[config.mk]
export PLATFORM = sky130hd
export DESIGN_NAME = uart_rx_frame_check_flat
export DESIGN_NICKNAME = d
export VERILOG_FILES = /design/src/rtl/uart_rx_pkg.sv /design/src/rtl/uart_rx_frame_check_if.sv /design/src/rtl/uart_rx_frame_check_sat_counter.sv /design/src/rtl/uart_rx_frame_check.sv /design/src/flat_wrapper.sv
export SDC_FILE = /design/constraint.sdc
export NUM_CORES = 1
export LEC_CHECK = 0
export ABC_AREA = 1
export ABC_CLOCK_PERIOD_IN_PS = 2250
export CORE_AREA = 3 3 74 76
export DETAILED_ROUTE_END_ITERATION = 8
export DIE_AREA = 0 0 77 79
export GPL_ROUTABILITY_DRIVEN = 0
export PLACE_DENSITY = 0.84
export SYNTH_ARGS = -nofsm -noshare
export SYNTH_HDL_FRONTEND = slang
export SYNTH_HIERARCHICAL = 1
export SYNTH_SLANG_ARGS = --single-unit
[constraint.sdc]
create_clock -name CLK -period 2.25 [get_ports CLK]
set_clock_uncertainty 0.2 [all_clocks]
set_input_delay 0.45 -clock CLK [delete_from_list [all_inputs] [get_ports CLK]]
set_output_delay 0.45 -clock CLK [all_outputs]
set_load 0.01 [all_outputs]
[src/rtl/uart_rx_pkg.sv]
// Shared types for the UART RX frame checker: parity-mode encodings, FSM
// states and the expected-parity-bit helper.
package uart_rx_pkg;

    // Runtime parity mode as presented on PAR_TYP.
    typedef enum logic [1:0] {
        PAR_EVEN  = 2'b00,
        PAR_ODD   = 2'b01,
        PAR_MARK  = 2'b10,
        PAR_SPACE = 2'b11
    } par_typ_e;

    // Frame-level FSM states.
    typedef enum logic [1:0] {
        ST_IDLE   = 2'b00,
        ST_DATA   = 2'b01,
        ST_PARITY = 2'b10,
        ST_STOP   = 2'b11
    } state_e;

    // Parity bit the transmitter should have sent, given the XOR of the data bits.
    function automatic logic expected_par_bit(input par_typ_e typ, input logic run_par);
        logic exp_bit;
        case (typ)
            PAR_EVEN:  exp_bit = run_par;
            PAR_ODD:   exp_bit = ~run_par;
            PAR_MARK:  exp_bit = 1'b1;
            default:   exp_bit = 1'b0;
        endcase
        return exp_bit;
    endfunction

endpackage

[src/rtl/uart_rx_frame_check_if.sv]
// Bit-sampler to frame-checker link: strobes towards the checker, the
// decoded word and its flags back towards the consumer.
interface uart_rx_frame_check_if #(
    parameter int DATA_WIDTH = 8
);
    logic                  start_det;
    logic                  bit_strb;
    logic                  sampled_bit;
    logic                  abort;
    logic [DATA_WIDTH-1:0] P_DATA;
    logic                  data_valid;
    logic                  par_error;
    logic                  stp_error;

    // Sampler side: drives strobes, observes the decoded frame.
    modport master (
        output start_det, bit_strb, sampled_bit, abort,
        input  P_DATA, data_valid, par_error, stp_error
    );

    // Checker side: consumes strobes, produces the decoded frame.
    modport slave (
        input  start_det, bit_strb, sampled_bit, abort,
        output P_DATA, data_valid, par_error, stp_error
    );
endinterface

[src/rtl/uart_rx_frame_check_sat_counter.sv]
// Saturating event counter; a clear coinciding with an increment yields 1.
module sat_counter #(
    parameter int CNT_WIDTH = 8
) (
    input  logic                 clk,
    input  logic                 rst,
    input  logic                 inc,
    input  logic                 clr,
    output logic [CNT_WIDTH-1:0] cnt
);
    localparam logic [CNT_WIDTH-1:0] CNT_MAX = '1;

    logic [CNT_WIDTH-1:0] cnt_q, cnt_d;

    // Next count: clear first, then apply the increment; hold at the ceiling.
    always_comb begin
        if (clr) begin
            cnt_d = inc ? CNT_WIDTH'(1) : '0;
        end else if (inc && (cnt_q != CNT_MAX)) begin
            cnt_d = cnt_q + CNT_WIDTH'(1);
        end else begin
            cnt_d = cnt_q;
        end
    end

    // Count register with synchronous reset.
    always_ff @(posedge clk) begin
        // NOTE: state is updated with <= so every flop samples pre-edge values.
        if (rst) cnt_q <= '0;
        else     cnt_q <= cnt_d;
    end

    assign cnt = cnt_q;

endmodule

[src/rtl/uart_rx_frame_check.sv]
// Per-frame UART RX checker: deserialises LSB-first data from sampler
// strobes, checks parity and stop bits, presents the word for one cycle
// and keeps saturating parity/stop error counters.
module uart_rx_frame_check
    import uart_rx_pkg::*;
#(
    parameter int DATA_WIDTH = 8,
    parameter int CNT_WIDTH  = 8
) (
    input  logic                  CLK,
    input  logic                  RST,
    input  logic                  PAR_EN,
    input  logic [1:0]            PAR_TYP,
    input  logic                  STOP_2,
    input  logic                  cnt_clr,
    uart_rx_frame_check_if.slave  rx,
    output logic                  busy,
    output logic [CNT_WIDTH-1:0]  par_err_cnt,
    output logic [CNT_WIDTH-1:0]  stp_err_cnt
);
    localparam int IDX_W = $clog2(DATA_WIDTH);
    localparam logic [IDX_W-1:0] IDX_LAST = IDX_W'(DATA_WIDTH - 1);

    state_e                state_q,       state_d;
    logic                  par_en_q,      par_en_d;
    par_typ_e              par_typ_q,     par_typ_d;
    logic                  stop_2_q,      stop_2_d;
    logic [IDX_W-1:0]      idx_q,         idx_d;
    logic [DATA_WIDTH-1:0] shift_q,       shift_d;
    logic                  run_par_q,     run_par_d;
    logic                  par_err_acc_q, par_err_acc_d;
    logic                  stp_err_acc_q, stp_err_acc_d;
    logic                  stop_cnt_q,    stop_cnt_d;
    logic [DATA_WIDTH-1:0] p_data_q,      p_data_d;
    logic                  data_valid_q,  data_valid_d;
    logic                  par_error_q,   par_error_d;
    logic                  stp_error_q,   stp_error_d;

    logic                  stp_err_now;

    // Next-state, datapath and frame-completion logic.
    always_comb begin
        // NOTE: every signal gets a default first so no path infers a latch.
        state_d       = state_q;
        par_en_d      = par_en_q;
        par_typ_d     = par_typ_q;
        stop_2_d      = stop_2_q;
        idx_d         = idx_q;
        shift_d       = shift_q;
        run_par_d     = run_par_q;
        par_err_acc_d = par_err_acc_q;
        stp_err_acc_d = stp_err_acc_q;
        stop_cnt_d    = stop_cnt_q;
        p_data_d      = p_data_q;
        par_error_d   = par_error_q;
        stp_error_d   = stp_error_q;
        data_valid_d  = 1'b0;
        stp_err_now   = stp_err_acc_q | ~rx.sampled_bit;

        if (rx.abort && (state_q != ST_IDLE)) begin
            // Drop the frame; delivered word, flags and counters stay untouched.
            state_d = ST_IDLE;
        end else begin
            case (state_q)
                ST_IDLE: begin
                    // A strobe coinciding with start_det belongs to the start bit.
                    if (rx.start_det) begin
                        state_d       = ST_DATA;
                        par_en_d      = PAR_EN;
                        par_typ_d     = par_typ_e'(PAR_TYP);
                        stop_2_d      = STOP_2;
                        idx_d         = '0;
                        run_par_d     = 1'b0;
                        par_err_acc_d = 1'b0;
                        stp_err_acc_d = 1'b0;
                        stop_cnt_d    = 1'b0;
                    end
                end
                ST_DATA: begin
                    if (rx.bit_strb) begin
                        shift_d   = {rx.sampled_bit, shift_q[DATA_WIDTH-1:1]};
                        run_par_d = run_par_q ^ rx.sampled_bit;
                        idx_d     = idx_q + IDX_W'(1);
                        if (idx_q == IDX_LAST) begin
                            state_d = par_en_q ? ST_PARITY : ST_STOP;
                        end
                    end
                end
                ST_PARITY: begin
                    if (rx.bit_strb) begin
                        par_err_acc_d = rx.sampled_bit != expected_par_bit(par_typ_q, run_par_q);
                        state_d       = ST_STOP;
                    end
                end
                ST_STOP: begin
                    if (rx.bit_strb) begin
                        if (!stop_2_q || stop_cnt_q) begin
                            state_d      = ST_IDLE;
                            data_valid_d = 1'b1;
                            p_data_d     = shift_q;
                            par_error_d  = par_err_acc_q;
                            stp_error_d  = stp_err_now;
                        end else begin
                            stop_cnt_d    = 1'b1;
                            stp_err_acc_d = stp_err_now;
                        end
                    end
                end
                default: state_d = ST_IDLE;
            endcase
        end
    end

    // State and datapath registers, all cleared by synchronous reset.
    always_ff @(posedge CLK) begin
        if (RST) begin
            state_q       <= ST_IDLE;
            par_en_q      <= 1'b0;
            par_typ_q     <= PAR_EVEN;
            stop_2_q      <= 1'b0;
            idx_q         <= '0;
            // NOTE: the shift register is reset too, so P_DATA and debug views start at a known 0.
            shift_q       <= '0;
            run_par_q     <= 1'b0;
            par_err_acc_q <= 1'b0;
            stp_err_acc_q <= 1'b0;
            stop_cnt_q    <= 1'b0;
            p_data_q      <= '0;
            data_valid_q  <= 1'b0;
            par_error_q   <= 1'b0;
            stp_error_q   <= 1'b0;
        end else begin
            state_q       <= state_d;
            par_en_q      <= par_en_d;
            par_typ_q     <= par_typ_d;
            stop_2_q      <= stop_2_d;
            idx_q         <= idx_d;
            shift_q       <= shift_d;
            run_par_q     <= run_par_d;
            par_err_acc_q <= par_err_acc_d;
            stp_err_acc_q <= stp_err_acc_d;
            stop_cnt_q    <= stop_cnt_d;
            p_data_q      <= p_data_d;
            data_valid_q  <= data_valid_d;
            par_error_q   <= par_error_d;
            stp_error_q   <= stp_error_d;
        end
    end

    // Error counters advance in the cycle the flagged word is presented.
    sat_counter #(.CNT_WIDTH(CNT_WIDTH)) u_par_cnt (
        .clk (CLK),
        .rst (RST),
        .inc (data_valid_q & par_error_q),
        .clr (cnt_clr),
        .cnt (par_err_cnt)
    );

    sat_counter #(.CNT_WIDTH(CNT_WIDTH)) u_stp_cnt (
        .clk (CLK),
        .rst (RST),
        .inc (data_valid_q & stp_error_q),
        .clr (cnt_clr),
        .cnt (stp_err_cnt)
    );

    assign rx.P_DATA     = p_data_q;
    assign rx.data_valid = data_valid_q;
    assign rx.par_error  = par_error_q;
    assign rx.stp_error  = stp_error_q;
    assign busy          = (state_q != ST_IDLE);

endmodule

[src/flat_wrapper.sv]
// flat-port wrapper written by rule: the top's interface ports become plain ports
module uart_rx_frame_check_flat import uart_rx_pkg::*;
#(
    parameter int DATA_WIDTH = 8,
    parameter int CNT_WIDTH  = 8
)
  (CLK, RST, PAR_EN, PAR_TYP, STOP_2, cnt_clr, busy, par_err_cnt, stp_err_cnt, rx_start_det, rx_bit_strb, rx_sampled_bit, rx_abort, rx_P_DATA, rx_data_valid, rx_par_error, rx_stp_error);
  uart_rx_frame_check_if #(.DATA_WIDTH(DATA_WIDTH)) rx_i ();
  input  logic CLK;
  input  logic RST;
  input  logic PAR_EN;
  input  logic [1:0] PAR_TYP;
  input  logic STOP_2;
  input  logic cnt_clr;
  output logic busy;
  output logic [CNT_WIDTH-1:0] par_err_cnt;
  output logic [CNT_WIDTH-1:0] stp_err_cnt;
  input wire logic [$bits(rx_i.start_det)-1:0] rx_start_det;
  input wire logic [$bits(rx_i.bit_strb)-1:0] rx_bit_strb;
  input wire logic [$bits(rx_i.sampled_bit)-1:0] rx_sampled_bit;
  input wire logic [$bits(rx_i.abort)-1:0] rx_abort;
  output wire logic [$bits(rx_i.P_DATA)-1:0] rx_P_DATA;
  output wire logic [$bits(rx_i.data_valid)-1:0] rx_data_valid;
  output wire logic [$bits(rx_i.par_error)-1:0] rx_par_error;
  output wire logic [$bits(rx_i.stp_error)-1:0] rx_stp_error;
  assign rx_i.start_det = rx_start_det;
  assign rx_i.bit_strb = rx_bit_strb;
  assign rx_i.sampled_bit = rx_sampled_bit;
  assign rx_i.abort = rx_abort;
  assign rx_P_DATA = rx_i.P_DATA;
  assign rx_data_valid = rx_i.data_valid;
  assign rx_par_error = rx_i.par_error;
  assign rx_stp_error = rx_i.stp_error;
  uart_rx_frame_check #(.DATA_WIDTH(DATA_WIDTH), .CNT_WIDTH(CNT_WIDTH)) u_core (.CLK(CLK), .RST(RST), .PAR_EN(PAR_EN), .PAR_TYP(PAR_TYP), .STOP_2(STOP_2), .cnt_clr(cnt_clr), .rx(rx_i), .busy(busy), .par_err_cnt(par_err_cnt), .stp_err_cnt(stp_err_cnt));
endmodule
==> impl_metrics.yaml <==
global_route:
  gr-total-overflow: 0
  grt_pass1_vias: 2036
  grt_pass1_wl_mm: 8.45
  antenna_found_initial: 0
  grt_usage_pct: 16.7
  grt_max_degree: 22
worst_setup_path:
  crit_buf_inv: 3
  cp_data_arrival_time_ps: 1440
  critPathCaptureType: "output port"
  cp_slowest_cell: "dfxtp_1"
  cp_max_fo: 6
  crit_start: "u_core/state_q[1]$_SDFFE_PP0P_"
  path_cells: "inv_1 -> ha_1 -> inv_2 -> dlygate4sd2_1"
  cpPeakStageDelay_ps: 380
  required_ps: 1600
  worst-setup-path-type: "reg2out"
  timing.rr.start: "u_core/state_q[1]$_SDFFE_PP0P_"
  start_kind: "flop"
  cp_top_family: "buffers and inverters"
yosys:
  synth.distinct_cells: 29
  synth_area_leader_cell: "dfxtp_1"
  synth_cells: 342
  synth_seq_cells: 48
  ys_warn_count: 6
  synth_area_leaders: "dfxtp_1 39%, nand2_1 10%, a21oi_1 7.4%"
  synthesis.nets: 361
  syn_avg_cell_area_sq_um: 7.16
  synth_seq_area_share_pct: 39.3
  syn_area_sq_um: 2450
  synth_top_area_share_pct: 39.3
die:
  initial_core_util_pct: 51.1
  die_w_um: 77
  row_count: 25
  die_h_um: 79
  die-area_sq_um: 6080
  coreArea_sq_um: 4790
  ios: 39
final_layout:
  layout_common_cells: "65 x nand2_1, 47 x dfxtp_1, 41 x inv_1, 37 x clkdlybuf4s50_1, 36 x a21oi_1"
  final_common_cell: "nand2_1"
  fillers: 456
  drive_gt1_share_pct: 10.7
  final_util_pct: 62.7
  nets: 401
  multi_input_area_sq_um: 1270
  antenna_cells: 0
  area_growth_pct: 22.7
  seqCellArea_sq_um: 962
pwr:
  ir_drop_v: 0.000603
  power_mw: 2.44
  p_per_area_nw_per_um2: 813
  p_leak_nw: 1.28
status:
  status: "finished clean"
cts:
  cts_buffers: 5
  cts.clk_slew.worst_paths_ps: 90
  tritoncts: "done"
  root_buffer: "clkbuf_8"
  h-tree-depth: 2
  clock_latency_ps: 300
  clock-sinks: 48
  cts_hold_buf: 0
  cts_buffer_depth: 2
route:
  drt-initial-drc-count: 140
  vias_per_cell: 4.98
  drc: 0
  ant_nets: 0
  vias: 2240
  first_pass_iters: 4
  post_drt_wl_per_cell_um: 11.0
  routed_wl_mm: 4.93
sta:
  setup_violations: 0
  hold_viol_final: 0
  drv_slew: 0
  timing.slew.headroom_pct: 64.7
  max_freq_mhz: 479
  worstMarginPinSlew_ps: 529
  fin_hold_ws_ps: 260
  finalSetupTns_ps: 0
  period_share_pct: 92.8
  rsz0062_at_grt: "false"
  period_needed_ps: 2090
hold_path:
  min_path_type: "reg2reg"
  hp-start: "u_core/par_typ_q[1]$_SDFFE_PP0P_"
job:
  maxCapViolations: 0
place:
  dp_hpwl_mm: 3.62
  portBuffers: 38
cell usage after synthesis, drive strengths merged:
master / number
nand2: 79
nor2: 41
or2: 1
dfxtp: 48
a21oi: 39
o21ai: 30
nand3: 29
o211ai: 1
nand3b: 2
nor3: 3
buf: 4
a21boi: 1
inv: 47
ha: 8
clkbuf: 2
nand4: 6
xor2: 1
worst register-to-register path, stage by stage (launching register included):
cell and delay (ps):
dfxtp_1 340, inv_1 100, ha_1 430, inv_1 120, nand2_1 80, nand2_1 80, nor2_4 150, nand3_1 90
a21oi_1 150
final timing paths:
kind                            cells after the start  slack [ps]                               end
worst min register to register                      2         260  u_core/par_typ_q[1]$_SDFFE_PP0P_
worst min-delay path                                2         260  u_core/par_typ_q[1]$_SDFFE_PP0P_
worst max-delay path                                4         160                              busy
worst max register to register                      8         440     u_core/run_par_q$_SDFFE_PP0P_
routing by layer:
layer / vias to the layer above / global-route usage [%] / part of all wire, %
li1: 1191 / - / -
met1: 999 / 19.6 / 47
met2: 45 / 30.2 / 48
met3: 5 / 3.74 / 3.4
met4: 0 / 5.34 / 1.2
met5: - / 0 / 0
flip-flops by register name, summed over array words and instances, names as in the netlist:
| register | count |
|---|---|
| u_core/par_typ_q | 2 |
| u_core/run_par_q | 1 |
| u_core/u_stp_cnt/cnt | 8 |
| u_core/par_err_acc_q | 1 |
| u_core/idx_q | 3 |
| u_core/rx.stp_error | 1 |
| u_core/stop_cnt_q | 1 |
| u_core/stp_err_acc_q | 1 |
| u_core/rx.par_error | 1 |
| u_core/shift_q | 8 |
| u_core/stop_2_q | 1 |
| u_core/rx.data_valid | 1 |
| u_core/u_par_cnt/cnt | 8 |
| u_core/rx.P_DATA | 8 |
| u_core/state_q | 2 |
| u_core/par_en_q | 1 |
stage by stage:
stage	std cells	area, sq um	setup WS (ps)
3_5_place_dp	442	2880	163
3_3_place_gp	442	2880	212
5_1_grt	450	3000	51.0
6_report	450	3000	162
2_1_floorplan	342	2450	596
4_1_cts	450	3000	144
area by class of cell:
class                           instances  share of cell area, %
Multi-Input combinational cell        241                   42.2
Sequential cell                        48                   32.0
Timing Repair Buffer                   39                   12.9
Inverter                               47                   5.87
Clock buffer                            7                   3.21
Tap cell                               67                   2.79
Clock inverter                          1                   1.00
where the power goes:
part | switching (mW) | internal [mW] | total, mW
sequential | 0.0601 | 0.939 | 0.999
combinational | 0.499 | 0.275 | 0.774
clock | 0.278 | 0.392 | 0.670
total | 0.836 | 1.61 | 2.44
kinds of logic after synthesis:
logic type | count (synthesis) | share of synthesized area (%)
and+or+nand+nor | 161 | 32.0
AOI/OAI and AO/OA | 71 | 15.3
buffers and inverters | 53 | 8.95
DFF | 48 | 39.3
adders and majority gates | 8 | 4.09
xor gates and xnor gates | 1 | 0.358
repair_timing:
item,in CTS,in global routing
endpoints found under the setup margin,1,0
buffers inserted,0,0
endpoints found under the hold margin,0,0
gates resized for setup,2,0
No activity file was read; power rests on OpenSTA's default activity.
